## src/rtl/branch_hazard_ctrl_if.sv

```systemverilog
// Decode-side bundle for branch_hazard_ctrl: ID/EX/MEM hazard inputs in,
// PC/IF-ID/ID-EX control and statistics out.
interface branch_hazard_ctrl_if #(
  parameter int CNT_W = 16
);
  logic             id_valid;
  logic             br_enable;
  logic             jalr_enable;
  logic             jal_enable;
  logic             branch_taken;
  logic [4:0]       id_rs1;
  logic [4:0]       id_rs2;
  logic [4:0]       ex_rd;
  logic             ex_regwrite;
  logic             ex_memread;
  logic [4:0]       mem_rd;
  logic             mem_memread;
  logic             pc_write;
  logic             ifid_write;
  logic             idex_bubble;
  logic             ifid_flush;
  logic [1:0]       pc_sel;
  logic [CNT_W-1:0] br_count;
  logic [CNT_W-1:0] taken_count;

  modport master (
    output id_valid, br_enable, jalr_enable, jal_enable, branch_taken,
           id_rs1, id_rs2, ex_rd, ex_regwrite, ex_memread, mem_rd, mem_memread,
    input  pc_write, ifid_write, idex_bubble, ifid_flush, pc_sel,
           br_count, taken_count
  );

  modport slave (
    input  id_valid, br_enable, jalr_enable, jal_enable, branch_taken,
           id_rs1, id_rs2, ex_rd, ex_regwrite, ex_memread, mem_rd, mem_memread,
    output pc_write, ifid_write, idex_bubble, ifid_flush, pc_sel,
           br_count, taken_count
  );
endinterface

```

## src/rtl/branch_hazard_ctrl.sv

```systemverilog
// Decode-stage branch sequencer: stalls on RAW hazards against branch/JALR
// sources, redirects the PC mux with an IF/ID flush, and counts resolutions.
module branch_hazard_ctrl #(
  parameter int FLUSH_CYCLES = 1,
  parameter int CNT_W        = 16
) (
  input logic                clk,
  input logic                reset_n,
  branch_hazard_ctrl_if.slave bus
);

  localparam int FC_W = (FLUSH_CYCLES > 1) ? $clog2(FLUSH_CYCLES) : 1;

  localparam logic [1:0] SEL_PC4  = 2'b00;
  localparam logic [1:0] SEL_BR   = 2'b01;
  localparam logic [1:0] SEL_JALR = 2'b10;
  localparam logic [1:0] SEL_JAL  = 2'b11;

  typedef enum logic [1:0] {
    RUN   = 2'd0,
    STALL = 2'd1,
    FLUSH = 2'd2
  } state_t;

  state_t           r_state;
  state_t           w_state_nxt;
  logic [1:0]       r_stall_cnt;
  logic [1:0]       w_stall_cnt_nxt;
  logic [FC_W-1:0]  r_flush_cnt;
  logic [FC_W-1:0]  w_flush_cnt_nxt;
  logic [CNT_W-1:0] r_br_count;
  logic [CNT_W-1:0] r_taken_count;

  logic       w_chk_rs1;
  logic       w_chk_rs2;
  logic       w_ex_hit;
  logic       w_mem_hit;
  logic       w_need_ld;
  logic       w_need_any;
  logic       w_redirect;
  logic [1:0] w_redir_sel;
  logic       w_resolve;

  function automatic logic [CNT_W-1:0] sat_inc(input logic [CNT_W-1:0] v,
                                               input logic en);
    if (en && (v != {CNT_W{1'b1}}))
      return v + CNT_W'(1);
    return v;
  endfunction

  // x0 is hardwired zero, so it never forms a dependency
  assign w_chk_rs1 = bus.id_valid & (bus.br_enable | bus.jalr_enable) & (bus.id_rs1 != 5'd0);
  assign w_chk_rs2 = bus.id_valid & bus.br_enable & (bus.id_rs2 != 5'd0);

  assign w_ex_hit  = bus.ex_regwrite &
                     ((w_chk_rs1 & (bus.ex_rd == bus.id_rs1)) |
                      (w_chk_rs2 & (bus.ex_rd == bus.id_rs2)));
  assign w_mem_hit = bus.mem_memread &
                     ((w_chk_rs1 & (bus.mem_rd == bus.id_rs1)) |
                      (w_chk_rs2 & (bus.mem_rd == bus.id_rs2)));

  assign w_need_ld  = w_ex_hit & bus.ex_memread;
  assign w_need_any = w_ex_hit | w_mem_hit;

  always_comb begin
    w_redirect  = 1'b0;
    w_redir_sel = SEL_PC4;
    if (bus.jal_enable) begin
      w_redirect  = 1'b1;
      w_redir_sel = SEL_JAL;
    end else if (bus.jalr_enable) begin
      w_redirect  = 1'b1;
      w_redir_sel = SEL_JALR;
    end else if (bus.br_enable && bus.branch_taken) begin
      w_redirect  = 1'b1;
      w_redir_sel = SEL_BR;
    end
  end

  assign w_resolve = (r_state == RUN) & bus.id_valid & ~w_need_any;

  always_ff @(posedge clk) begin
    if (!reset_n) begin
      r_state     <= RUN;
      r_stall_cnt <= 2'd0;
      r_flush_cnt <= '0;
    end else begin
      r_state     <= w_state_nxt;
      r_stall_cnt <= w_stall_cnt_nxt;
      r_flush_cnt <= w_flush_cnt_nxt;
    end
  end

  always_comb begin
    w_state_nxt     = r_state;
    w_stall_cnt_nxt = r_stall_cnt;
    w_flush_cnt_nxt = r_flush_cnt;
    bus.pc_write    = 1'b1;
    bus.ifid_write  = 1'b1;
    bus.idex_bubble = 1'b0;
    bus.ifid_flush  = 1'b0;
    bus.pc_sel      = SEL_PC4;

    case (r_state)
      RUN: begin
        if (w_need_any) begin
          bus.pc_write    = 1'b0;
          bus.ifid_write  = 1'b0;
          bus.idex_bubble = 1'b1;
          // A load in EX needs one more cycle than a forwardable result
          if (w_need_ld) begin
            w_state_nxt     = STALL;
            w_stall_cnt_nxt = 2'd1;
          end
        end else if (bus.id_valid && w_redirect) begin
          bus.ifid_flush = 1'b1;
          bus.pc_sel     = w_redir_sel;
          if (FLUSH_CYCLES > 1) begin
            w_state_nxt     = FLUSH;
            w_flush_cnt_nxt = FC_W'(FLUSH_CYCLES - 1);
          end
        end
      end
      STALL: begin
        bus.pc_write    = 1'b0;
        bus.ifid_write  = 1'b0;
        bus.idex_bubble = 1'b1;
        if (r_stall_cnt <= 2'd1) begin
          w_state_nxt     = RUN;
          w_stall_cnt_nxt = 2'd0;
        end else begin
          w_stall_cnt_nxt = r_stall_cnt - 2'd1;
        end
      end
      FLUSH: begin
        bus.ifid_flush = 1'b1;
        if (r_flush_cnt <= FC_W'(1)) begin
          w_state_nxt     = RUN;
          w_flush_cnt_nxt = '0;
        end else begin
          w_flush_cnt_nxt = r_flush_cnt - FC_W'(1);
        end
      end
      default: begin
        w_state_nxt     = RUN;
        w_stall_cnt_nxt = 2'd0;
        w_flush_cnt_nxt = '0;
      end
    endcase

    if (!reset_n) begin
      bus.pc_write    = 1'b1;
      bus.ifid_write  = 1'b1;
      bus.idex_bubble = 1'b0;
      bus.ifid_flush  = 1'b0;
      bus.pc_sel      = SEL_PC4;
    end
  end

  always_ff @(posedge clk) begin
    if (!reset_n) begin
      r_br_count    <= '0;
      r_taken_count <= '0;
    end else if (w_resolve) begin
      r_br_count    <= sat_inc(r_br_count, bus.br_enable);
      r_taken_count <= sat_inc(r_taken_count, w_redirect);
    end
  end

  assign bus.br_count    = r_br_count;
  assign bus.taken_count = r_taken_count;

endmodule

```

## src/flat_wrapper.sv

```systemverilog
// flat-port wrapper written by rule: the top's interface ports become plain ports
module branch_hazard_ctrl_flat 
#(
  parameter int FLUSH_CYCLES = 1,
  parameter int CNT_W        = 16
)
  (clk, reset_n, bus_id_valid, bus_br_enable, bus_jalr_enable, bus_jal_enable, bus_branch_taken, bus_id_rs1, bus_id_rs2, bus_ex_rd, bus_ex_regwrite, bus_ex_memread, bus_mem_rd, bus_mem_memread, bus_pc_write, bus_ifid_write, bus_idex_bubble, bus_ifid_flush, bus_pc_sel, bus_br_count, bus_taken_count);
  branch_hazard_ctrl_if #(.CNT_W(CNT_W)) bus_i ();
  input logic clk;
  input logic reset_n;
  input wire logic [$bits(bus_i.id_valid)-1:0] bus_id_valid;
  input wire logic [$bits(bus_i.br_enable)-1:0] bus_br_enable;
  input wire logic [$bits(bus_i.jalr_enable)-1:0] bus_jalr_enable;
  input wire logic [$bits(bus_i.jal_enable)-1:0] bus_jal_enable;
  input wire logic [$bits(bus_i.branch_taken)-1:0] bus_branch_taken;
  input wire logic [$bits(bus_i.id_rs1)-1:0] bus_id_rs1;
  input wire logic [$bits(bus_i.id_rs2)-1:0] bus_id_rs2;
  input wire logic [$bits(bus_i.ex_rd)-1:0] bus_ex_rd;
  input wire logic [$bits(bus_i.ex_regwrite)-1:0] bus_ex_regwrite;
  input wire logic [$bits(bus_i.ex_memread)-1:0] bus_ex_memread;
  input wire logic [$bits(bus_i.mem_rd)-1:0] bus_mem_rd;
  input wire logic [$bits(bus_i.mem_memread)-1:0] bus_mem_memread;
  output wire logic [$bits(bus_i.pc_write)-1:0] bus_pc_write;
  output wire logic [$bits(bus_i.ifid_write)-1:0] bus_ifid_write;
  output wire logic [$bits(bus_i.idex_bubble)-1:0] bus_idex_bubble;
  output wire logic [$bits(bus_i.ifid_flush)-1:0] bus_ifid_flush;
  output wire logic [$bits(bus_i.pc_sel)-1:0] bus_pc_sel;
  output wire logic [$bits(bus_i.br_count)-1:0] bus_br_count;
  output wire logic [$bits(bus_i.taken_count)-1:0] bus_taken_count;
  assign bus_i.id_valid = bus_id_valid;
  assign bus_i.br_enable = bus_br_enable;
  assign bus_i.jalr_enable = bus_jalr_enable;
  assign bus_i.jal_enable = bus_jal_enable;
  assign bus_i.branch_taken = bus_branch_taken;
  assign bus_i.id_rs1 = bus_id_rs1;
  assign bus_i.id_rs2 = bus_id_rs2;
  assign bus_i.ex_rd = bus_ex_rd;
  assign bus_i.ex_regwrite = bus_ex_regwrite;
  assign bus_i.ex_memread = bus_ex_memread;
  assign bus_i.mem_rd = bus_mem_rd;
  assign bus_i.mem_memread = bus_mem_memread;
  assign bus_pc_write = bus_i.pc_write;
  assign bus_ifid_write = bus_i.ifid_write;
  assign bus_idex_bubble = bus_i.idex_bubble;
  assign bus_ifid_flush = bus_i.ifid_flush;
  assign bus_pc_sel = bus_i.pc_sel;
  assign bus_br_count = bus_i.br_count;
  assign bus_taken_count = bus_i.taken_count;
  branch_hazard_ctrl #(.FLUSH_CYCLES(FLUSH_CYCLES), .CNT_W(CNT_W)) u_core (.clk(clk), .reset_n(reset_n), .bus(bus_i));
endmodule
```

## config.mk

```make
export PLATFORM = sky130hd
export DESIGN_NAME = branch_hazard_ctrl_flat
export DESIGN_NICKNAME = d
export VERILOG_FILES = /design/src/rtl/branch_hazard_ctrl_if.sv /design/src/rtl/branch_hazard_ctrl.sv /design/src/flat_wrapper.sv
export SDC_FILE = /design/constraint.sdc
export NUM_CORES = 1
export LEC_CHECK = 0
export ABC_CLOCK_PERIOD_IN_PS = 3370
export CAP_MARGIN = 20
export CELL_PAD_IN_SITES_DETAIL_PLACEMENT = 1
export CELL_PAD_IN_SITES_GLOBAL_PLACEMENT = 1
export CORE_ASPECT_RATIO = 1.1
export CORE_MARGIN = 5
export CORE_UTILIZATION = 34
export DETAILED_ROUTE_END_ITERATION = 8
export GPL_TIMING_DRIVEN = 0
export HOLD_SLACK_MARGIN = 0.05
export PLACE_DENSITY_LB_ADDON = 0.1
export SYNTH_ARGS = -nofsm -noshare
export SYNTH_HDL_FRONTEND = slang
export SYNTH_SLANG_ARGS = --single-unit
```

## constraint.sdc

```tcl
create_clock -name clk -period 3.37 [get_ports clk]
set_input_delay 0.674 -clock clk [delete_from_list [all_inputs] [get_ports clk]]
set_output_delay 0.674 -clock clk [all_outputs]
set_load 0.05 [all_outputs]
```

Word level (Yosys, flattened, before mapping)
Index checks and enable logic that the tools add are counted. Widths: inputs -> output; s select.

Multiplexer cells: 37. Multipliers: 0. Bitwise gates (word level): 19. Shift-type cells: 0. Reductions and logical operators: 12. Eq/ne operators: 12. Divide/modulo/power cells: 0. Magnitude comparators: 2. $add $sub $neg: 4.

Operators with widths (number): $add 16x1->16 const B (2); $mux 16 (2); $ne 16x16->1 const B (2); $mux 2 (11); $eq 5x5->1 (4); $mux 1 (18); $and 1x1->1 (13); $pmux 2 s3 (2); $reduce_bool 5->1 (2); $ne 2x1->1 const B (4); $pmux 1 s2 (4); $logic_and 1x1->1 (4); $or 1x1->1 (4); $reduce_and 2->1 (2); $reduce_and 4->1 (1); $reduce_and 3->1 (1); $eq 2x1->1 const B (1); $eq 2x2->1 const B (1); $le 2x1->1 const B (1); $logic_not 2->1 (1); $not 1->1 (2); $reduce_or 2->1 (1); $sub 2x1->2 const B (1); $le 1x1->1 const B (1); $sub 1x1->1 const B (1).

Bits of input ports: 30. Memories kept: 0. Word-level logic and storage cells: 91. ROM bits: 0. Bits in latches: 0. Register bits: 37. RAM bits: 0.

Logic depth before layout (Yosys ltp)
Gate-level depths: netlist (run 1).

Depth in word-level cells: 12. Mapped depth: 9. Depth with buffers taken out: 7.

Worst setup path after synthesis (run 1)
OpenSTA, ideal clock, no wires.

Kind: input-to-output. Start: in bus_id_rs2[0]. End: out bus_idex_bubble. Path slack: -1.306 ns. Path buffers: 3. Cell stages on the path: 9. Arrival time: 4.002 ns. Cells stage by stage: or4_1 o21bai_1 nor3_1 or3_1 buf_6 buf_6 clkbuf_1 o21ai_0 inv_1.

Cells in the longest elaborated chain, start to end: 9. Elaborated cells between the ends (all ways): 14.

Ends and longest elaborated chain: start: declaration (line flat_wrapper.sv:17) `input wire logic [$bits(bus_i.id_rs2)-1:0] bus_id_rs2;`; $reduce_bool 5->1 (line branch_hazard_ctrl.sv:53) `assign w_chk_rs2 = bus.id_valid & bus.br_enable & (bus.id_rs2 != 5'd0);`; $and 1x1->1 (line branch_hazard_ctrl.sv:53); $and 1x1->1 (on tied branches) (line branch_hazard_ctrl.sv:57, branch_hazard_ctrl.sv:60); $or 1x1->1 (on tied branches) (line branch_hazard_ctrl.sv:56, branch_hazard_ctrl.sv:59); $and 1x1->1 (on tied branches) (line branch_hazard_ctrl.sv:55, branch_hazard_ctrl.sv:58); $or 1x1->1 * (line branch_hazard_ctrl.sv:63) `assign w_need_any = w_ex_hit | w_mem_hit;`; $mux 1 * (line branch_hazard_ctrl.sv:106) `if (w_need_any) begin`; $pmux 1 s2 * (line branch_hazard_ctrl.sv:104) `case (r_state)`; $mux 1 * (line branch_hazard_ctrl.sv:151) `if (!reset_n) begin`; end: declaration (line flat_wrapper.sv:25) `output wire logic [$bits(bus_i.idex_bubble)-1:0] bus_idex_bubble;`.

Mark *: on every way between the ends. The rest lies on a longest branch, timed or not.

Worst setup path in the final report (run 1)
Start: in bus_id_rs2[3]. End: out bus_pc_sel[0].

Cells in the longest elaborated chain, start to end: 9. Elaborated cells between the ends (all ways): 14.

Ends and longest elaborated chain: $reduce_bool 5->1 (line branch_hazard_ctrl.sv:53); $and 1x1->1 (line branch_hazard_ctrl.sv:53); $and 1x1->1 (on tied branches) (line branch_hazard_ctrl.sv:57, branch_hazard_ctrl.sv:60); $or 1x1->1 (on tied branches) (line branch_hazard_ctrl.sv:56, branch_hazard_ctrl.sv:59); $and 1x1->1 (on tied branches) (line branch_hazard_ctrl.sv:55, branch_hazard_ctrl.sv:58); $or 1x1->1 * (line branch_hazard_ctrl.sv:63); $mux 2 * (line branch_hazard_ctrl.sv:106); $mux 2 * (line branch_hazard_ctrl.sv:104); $mux 2 * (line branch_hazard_ctrl.sv:151); end: declaration (line flat_wrapper.sv:27) `output wire logic [$bits(bus_i.pc_sel)-1:0] bus_pc_sel;`.

Marked as above.

==> results.ini, run 1 <==
[outcome]
run_status=finished clean

[power_and_ir_drop]
p_int_uw=639
share_comb_of_total_power=0.193
power_frac_seq=0.470
power.switching_uw=266
leakage_nw=1.11
pwr-share-clk=0.337
power-per-cell-area_nw_per_um2=276
switching_share=0.294
worst_ir_drop_vdd_v=0.000192

[placed_design]
portBuffers=66
place_worst_setup_slack_ps=-1620
postPlaceCellArea_um2=3080
place.gp.congestion=0.845
dp.cells=430
place.detailed.hpwl_um=6230

[floorplan]
io_pins=68
die_area_um2=8310
core_um2=6520
rows=31
die-width_um=87.4
starting_density=0.344
chipHeight_um=95.1

[yosys]
synth_cells=282
synth_async_sr_flop_share=0
ys_seq_elements=35
synth.top_cell.area_share=0.313
syn-mean-instance-area_um2=7.94
ys.flop_type=sky130_fd_sc_hd__dfxtp_1
post_synth_num_cell_types=36
ys_warn_count=0
post-synth-top-area-cell=sky130_fd_sc_hd__dfxtp_1
syn-cell-area_um2=2240
ys_top_cells_by_count=35 x sky130_fd_sc_hd__dfxtp_1, 30 x sky130_fd_sc_hd__nand2_1, 20 x sky130_fd_sc_hd__nand4_1
synthMostInstantiatedCell=sky130_fd_sc_hd__dfxtp_1
synth.net_count=314
synth-seq-area-share=0.313
number_of_enable_flip_flop_cells_after_synthesis=0
synth.top_cells.by_area=sky130_fd_sc_hd__dfxtp_1 31%, sky130_fd_sc_hd__mux2i_1 5.8%, sky130_fd_sc_hd__nand4_1 5.6%, sky130_fd_sc_hd__nand2_1 5.0%, sky130_fd_sc_hd__or4_1 5.0%

[timing]
finClkSkew_ps=9.29
worst_slew_margin_rel=0.579
tightestPinTransition_ps=631
achievable-frequency_ghz=0.305
timing_max_transition_violations_final=0
rsz_0062_raised_after_global_routing=false
setup-tns-final_ps=0
final_worst_path_period_need_ps=3280
finalSetupViolations=0
post-route-period-util=0.973
postLayoutSetupSlackWorst_ps=90.8
timing_hold_violations_final=0

[global_route]
grt_start_max_net_pins=11
first_global_vias=2682
grt_first_pass_wirelength_um=13800
global_route.usage.total=0.210
number_of_antenna_violations_at_the_first_check_in_global_routing=0
grt-ovfl-total=0

[route]
antenna_violating_nets_post_route=0
routed_wirelength_um=8550
drtPass1Iterations=4
post_drt_wl_per_cell_um=19.3
number_of_drc_markers_after_the_initial_detailed_route_iteration=93
routed-via-count=2543
drt_drc_violations_left=0
detail_route.vias_per_cell=5.75

[job]
drv.max_cap_violation_count=0

[clock_tree]
clk-insertion-delay-late_ps=290
cts-root-buf=sky130_fd_sc_hd__clkbuf_8
cts_max_level=2
clk_pin_slew_ps=70
cts_max_path_buffers=2
cts_tree=done
cts-buffers-inserted=5
postCtsHoldBufs=0
clock_sinks=35

[critical_path]
crit_path_start_kind=primary input
timing.critical_path.cells=clkdlybuf4s15_2 > or4_4 > o21bai_4 > nor3_2 > or3_4 > nor2_4 > o2111a_2 > buf_8
timing.setup.critical_path_class=primary input to output pin
critPathMaxFanout=8
worst_path_max_delay_cell=sky130_fd_sc_hd__or4_4
required_ps=2700
timing.critical_path.arrival_ps=2610
critPathCaptureType=output pin
slowest_delay_ps=550

[finish]
num_antenna_cells=0
finalNonFillerCells=442
final_area_um2=3280
fillers=777
num-nets-final=391
area_delta_synth_final_pct=46.4
drive_gt1_frac=0.119

[min_path]
worst_min_delay_path_category=flop to flop

## state kept, by name (all words and copies together), names as in the netlist
register                count
u_core.bus.taken_count     16
u_core.bus.br_count        16
u_core.r_stall_cnt          2
u_core.r_state              1
## worst max-delay path: cells and delay by family
family                 cells  cell delay, ps
AND/OR/NAND/NOR            4            1200
AO/OA/AOI/OAI              2             370
buffers and inverters      2             370
## routing by layer
| metal | vias to the layer above | global-route usage | wire length (µm) | share of wire |
|---|---|---|---|---|
| met4 | 0 | 0.0627 | 184 | 0.022 |
| met1 | 1240 | 0.266 | 3810 | 0.45 |
| li1 | 1218 | - | - | - |
| met5 | - | 0 | 0 | 0 |
| met3 | 17 | 0.0346 | 344 | 0.040 |
| met2 | 68 | 0.364 | 4210 | 0.49 |
## final timing paths
check             slack, ps  cells after the start                endpoint                   start
setup reg to reg        990                      8  u_core.bus.br_count[7]  u_core.bus.br_count[0]
setup / recovery         90                      8           bus_pc_sel[0]           bus_id_rs2[3]
hold / removal          480                      2   u_core.r_stall_cnt[1]   u_core.r_stall_cnt[1]
hold reg to reg         480                      2   u_core.r_stall_cnt[1]   u_core.r_stall_cnt[1]
## kinds of logic after synthesis
kind of cell               share of synthesized area
and+or+nand+nor                                0.344
AOI/OAI and AO/OA                              0.144
DFF                                            0.313
buffers and inverters                         0.0520
xor gates and xnor gates                      0.0782
muxes                                         0.0581
adders and majority gates                     0.0112
## power groups by stage
stage | Sequential (mW) | Combinational [mW] | Clock (mW)
after floorplan | 0.447 | 0.0759 | 0
after global placement | 0.434 | 0.164 | 0
after detailed placement | 0.435 | 0.167 | 0
after CTS | 0.425 | 0.174 | 0.311
after global routing | 0.426 | 0.187 | 0.330
final | 0.425 | 0.175 | 0.305
## layout make-up
cell class / count / area (µm²) / share of cell area
buffer: 15 / 76.3 / 0.0233
clock buffer: 7 / 76.3 / 0.0233
clock inverter: 1 / 5.00 / 0.00153
inverter: 7 / 30.0 / 0.00916
multi-input combinational: 221 / 1540 / 0.469
sequential: 35 / 701 / 0.214
tap: 82 / 103 / 0.0313
timing repair buffer: 74 / 749 / 0.229
## placed cells by master (no fill, tap or decap), types with 2 or more instances in the layout
cell type	synthesis	final
sky130_fd_sc_hd__buf_8	0	2
sky130_fd_sc_hd__xnor2_1	12	12
sky130_fd_sc_hd__ha_1	2	2
sky130_fd_sc_hd__or4_1	15	13
sky130_fd_sc_hd__a21oi_1	17	17
sky130_fd_sc_hd__nand4_1	20	20
sky130_fd_sc_hd__inv_1	6	5
sky130_fd_sc_hd__or4_4	0	2
sky130_fd_sc_hd__buf_6	2	3
sky130_fd_sc_hd__clkbuf_1	14	14
sky130_fd_sc_hd__nand2_1	30	29
sky130_fd_sc_hd__xor2_1	8	8
sky130_fd_sc_hd__dfxtp_1	35	35
sky130_fd_sc_hd__nor4_2	0	2
sky130_fd_sc_hd__nor4_1	12	9
sky130_fd_sc_hd__nand3_1	14	14
sky130_fd_sc_hd__o311ai_0	3	3
sky130_fd_sc_hd__nor3_2	0	2
sky130_fd_sc_hd__clkdlybuf4s15_1	0	2
sky130_fd_sc_hd__buf_2	0	2
sky130_fd_sc_hd__o31ai_1	13	13
sky130_fd_sc_hd__or3_1	3	2
sky130_fd_sc_hd__nand4b_1	2	2
sky130_fd_sc_hd__clkdlybuf4s15_2	0	3
sky130_fd_sc_hd__and3_1	7	7
sky130_fd_sc_hd__dlygate4sd2_1	0	3
sky130_fd_sc_hd__and2_1	3	3
sky130_fd_sc_hd__buf_4	1	9
sky130_fd_sc_hd__nor2_1	8	7
sky130_fd_sc_hd__o41ai_1	3	3
sky130_fd_sc_hd__nand2b_1	14	14
sky130_fd_sc_hd__clkbuf_8	0	5
sky130_fd_sc_hd__o21ai_0	4	3
sky130_fd_sc_hd__nor3_1	8	6
sky130_fd_sc_hd__mux2i_1	13	13
sky130_fd_sc_hd__clkdlybuf4s50_1	0	49
sky130_fd_sc_hd__o21a_1	3	3
## through the flow
stage                     power [mW]  utilization  hold slack [ps]
final                          0.905        0.503              481
after global routing           0.943        0.503              519
after CTS                      0.910        0.503              487
after detailed placement       0.602        0.473              475
after global placement         0.599        0.473              460
after floorplan                0.523            -              439
## what timing repair did
action	in CTS	in global routing
resized for setup	81	10
setup endpoints to repair	6	6
pin swaps	11	9
cloned	1	0
endpoints found under the hold margin	0	0
setup buffers	7	0
No activity file was read; power rests on OpenSTA's default activity.
==> inputs of run 2 (changes only) <==
- GPL_TIMING_DRIVEN: 0 -> 1
- RECOVER_POWER: unset -> 50
==> run 2 against run 1 <==
- critical path depth is the same
- final cell count is the same
- total power grew 5.0%
- design area grew 0.69%
- clock skew shrank 5.1 ps
- register-to-register slack gained 310 ps
- wire length shrank 12%
- utilization grew 0.35 points
==> results.ini, run 2 (same netlist as run 1, synthesis figures left out) <==
[outcome]
run_status=finished clean

[route]
detail_route.vias_per_cell=5.55
antenna_violating_nets_post_route=0
routed-via-count=2454
number_of_drc_markers_after_the_initial_detailed_route_iteration=47
post_drt_wl_per_cell_um=17.1
routed_wirelength_um=7550
drt_drc_violations_left=0
drtPass1Iterations=4

[clock_tree]
cts_tree=done
clock_sinks=35
cts_max_level=2
clk_pin_slew_ps=70
clk-insertion-delay-late_ps=290
cts-root-buf=sky130_fd_sc_hd__clkbuf_8
cts-buffers-inserted=5
cts_max_path_buffers=2
postCtsHoldBufs=0

[global_route]
grt-ovfl-total=0
global_route.usage.total=0.191
first_global_vias=2549
number_of_antenna_violations_at_the_first_check_in_global_routing=0
grt_start_max_net_pins=44
grt_first_pass_wirelength_um=12500

[timing]
finClkSkew_ps=4.19
fin_hold_ws_ps=483
tightestPinTransition_ps=547
timing_hold_violations_final=0
rsz_0062_raised_after_global_routing=true
finalSetupViolations=0
timing_max_transition_violations_final=0
worst_slew_margin_rel=0.633
final_worst_path_period_need_ps=3300
achievable-frequency_ghz=0.303
post-route-period-util=0.981

[finish]
num_antenna_cells=0
fillers=791
drive_gt1_frac=0.122
area_of_the_multi_input_gates_um2=1490
num-nets-final=391
area_delta_synth_final_pct=47.4
commonest_cells_after_routing_fill_and_taps_aside=35 x sky130_fd_sc_hd__dfxtp_1, 32 x sky130_fd_sc_hd__dlygate4sd3_1, 30 x sky130_fd_sc_hd__nand2_1
layout_commonest_cell=sky130_fd_sc_hd__dfxtp_1
regArea_um2=701

[placed_design]
place.gp.congestion=0.827
portBuffers=67
place.detailed.hpwl_um=5710

[min_path]
hold_path_startpoint=u_core.r_stall_cnt[1]
whs_endpoint=u_core.r_stall_cnt[1]
worst_min_delay_path_category=flop to flop
hold_path_depth=2

[power_and_ir_drop]
worst_ir_drop_vdd_v=0.000172
pwr-share-clk=0.367
power_frac_seq=0.448
leakage_nw=1.27
share_comb_of_total_power=0.185
switching_share=0.276
power.switching_uw=262
power-per-cell-area_nw_per_um2=288
design_power_total_uw=950
p_int_uw=688

[floorplan]
rows=31
starting_density=0.344
io_pins=68
die-width_um=87.4
core_um2=6520
chipHeight_um=95.1
die_area_um2=8310

[critical_path]
worstReg2RegStart=u_core.r_state[0]
critPathCaptureType=output pin
setup.reg_to_reg.worst_slack_ps=1300
crit_path_start_kind=primary input
worst_reg2reg_endpoint=u_core.bus.br_count[6]
timing.critical_path.arrival_ps=2630
required_ps=2700
cell_depth_of_the_worst_flop_to_flop_path=5
timing.setup.critical_path_class=primary input to output pin
critPathMaxFanout=5

[job]
drv.max_cap_violation_count=0

## run 2: cell types whose count changed in the layout (fill, tap and decap cells not counted), moves of 4 or more
cell                              change
sky130_fd_sc_hd__dlygate4sd3_1       +32
sky130_fd_sc_hd__clkdlybuf4s50_1     -28
sky130_fd_sc_hd__clkbuf_1            -13
sky130_fd_sc_hd__buf_4               +12
sky130_fd_sc_hd__dlygate4sd2_1        +5
sky130_fd_sc_hd__buf_12               +4
## run 2: how the worst max path moves through the flow
stage | slack [ps] | from | to
after floorplan | -200 | bus_id_rs2[0] | bus_idex_bubble
after CTS | 50 | bus_id_rs1[2] | bus_pc_write
after detailed placement | -300 | bus_id_rs2[0] | bus_pc_write
after global routing | -3 | bus_id_rs2[4] | bus_pc_write
after global placement | -280 | bus_id_rs2[0] | bus_ifid_write
final | 70 | bus_id_rs2[4] | bus_pc_write
## run 2: critical path, stage by stage
cell and delay (ps):
sky130_fd_sc_hd__dlygate4sd2_1 240, sky130_fd_sc_hd__or4_1 520, sky130_fd_sc_hd__o21bai_1 170, sky130_fd_sc_hd__nor3_1 80, sky130_fd_sc_hd__or3_4 440, sky130_fd_sc_hd__o21ai_4 220, sky130_fd_sc_hd__buf_6 150, sky130_fd_sc_hd__buf_12 130
## run 2: cell type report
| cell class | count | share of cell area |
|---|---|---|
| Sequential cell | 35 | 0.212 |
| Inverter | 7 | 0.00909 |
| Timing Repair Buffer | 89 | 0.267 |
| Multi-Input combinational cell | 221 | 0.451 |
| Tap cell | 82 | 0.0311 |
| Clock buffer | 8 | 0.0303 |
## run 2: power groups by stage
stage | Clock (mW) | Sequential [mW] | Combinational [mW]
after floorplan | 0 | 0.447 | 0.0759
after global placement | 0 | 0.435 | 0.177
after detailed placement | 0 | 0.435 | 0.181
after CTS | 0.358 | 0.425 | 0.179
after global routing | 0.378 | 0.426 | 0.189
final | 0.349 | 0.425 | 0.176
## run 2: layer usage
layer,vias up,share of wire,global-route usage,wire length [µm]
met1,1189,0.45,0.237,3410
met3,6,0.031,0.0372,237
met2,39,0.51,0.339,3840
met4,0,0.0083,0.0473,63
met5,-,0,0,0
li1,1220,-,-,-
## run 2: repair_timing
action	CTS	global route
resized for setup	11	2
setup buffers	1	0
pin swaps	8	4
setup endpoints to repair	6	5
## run 2: per-stage QoR
stage	utilization	cells	cell area, µm²	TNS (ps)	worst slack (ps)
finish	0.507	442	3300	0	65.3
detailed placement	0.489	433	3190	-4830	-298
global placement	0.489	433	3190	-3530	-281
CTS	0.506	442	3290	0	47.6
floorplan	-	282	2320	-398	-202
global route	0.507	442	3300	-8.29	-2.92
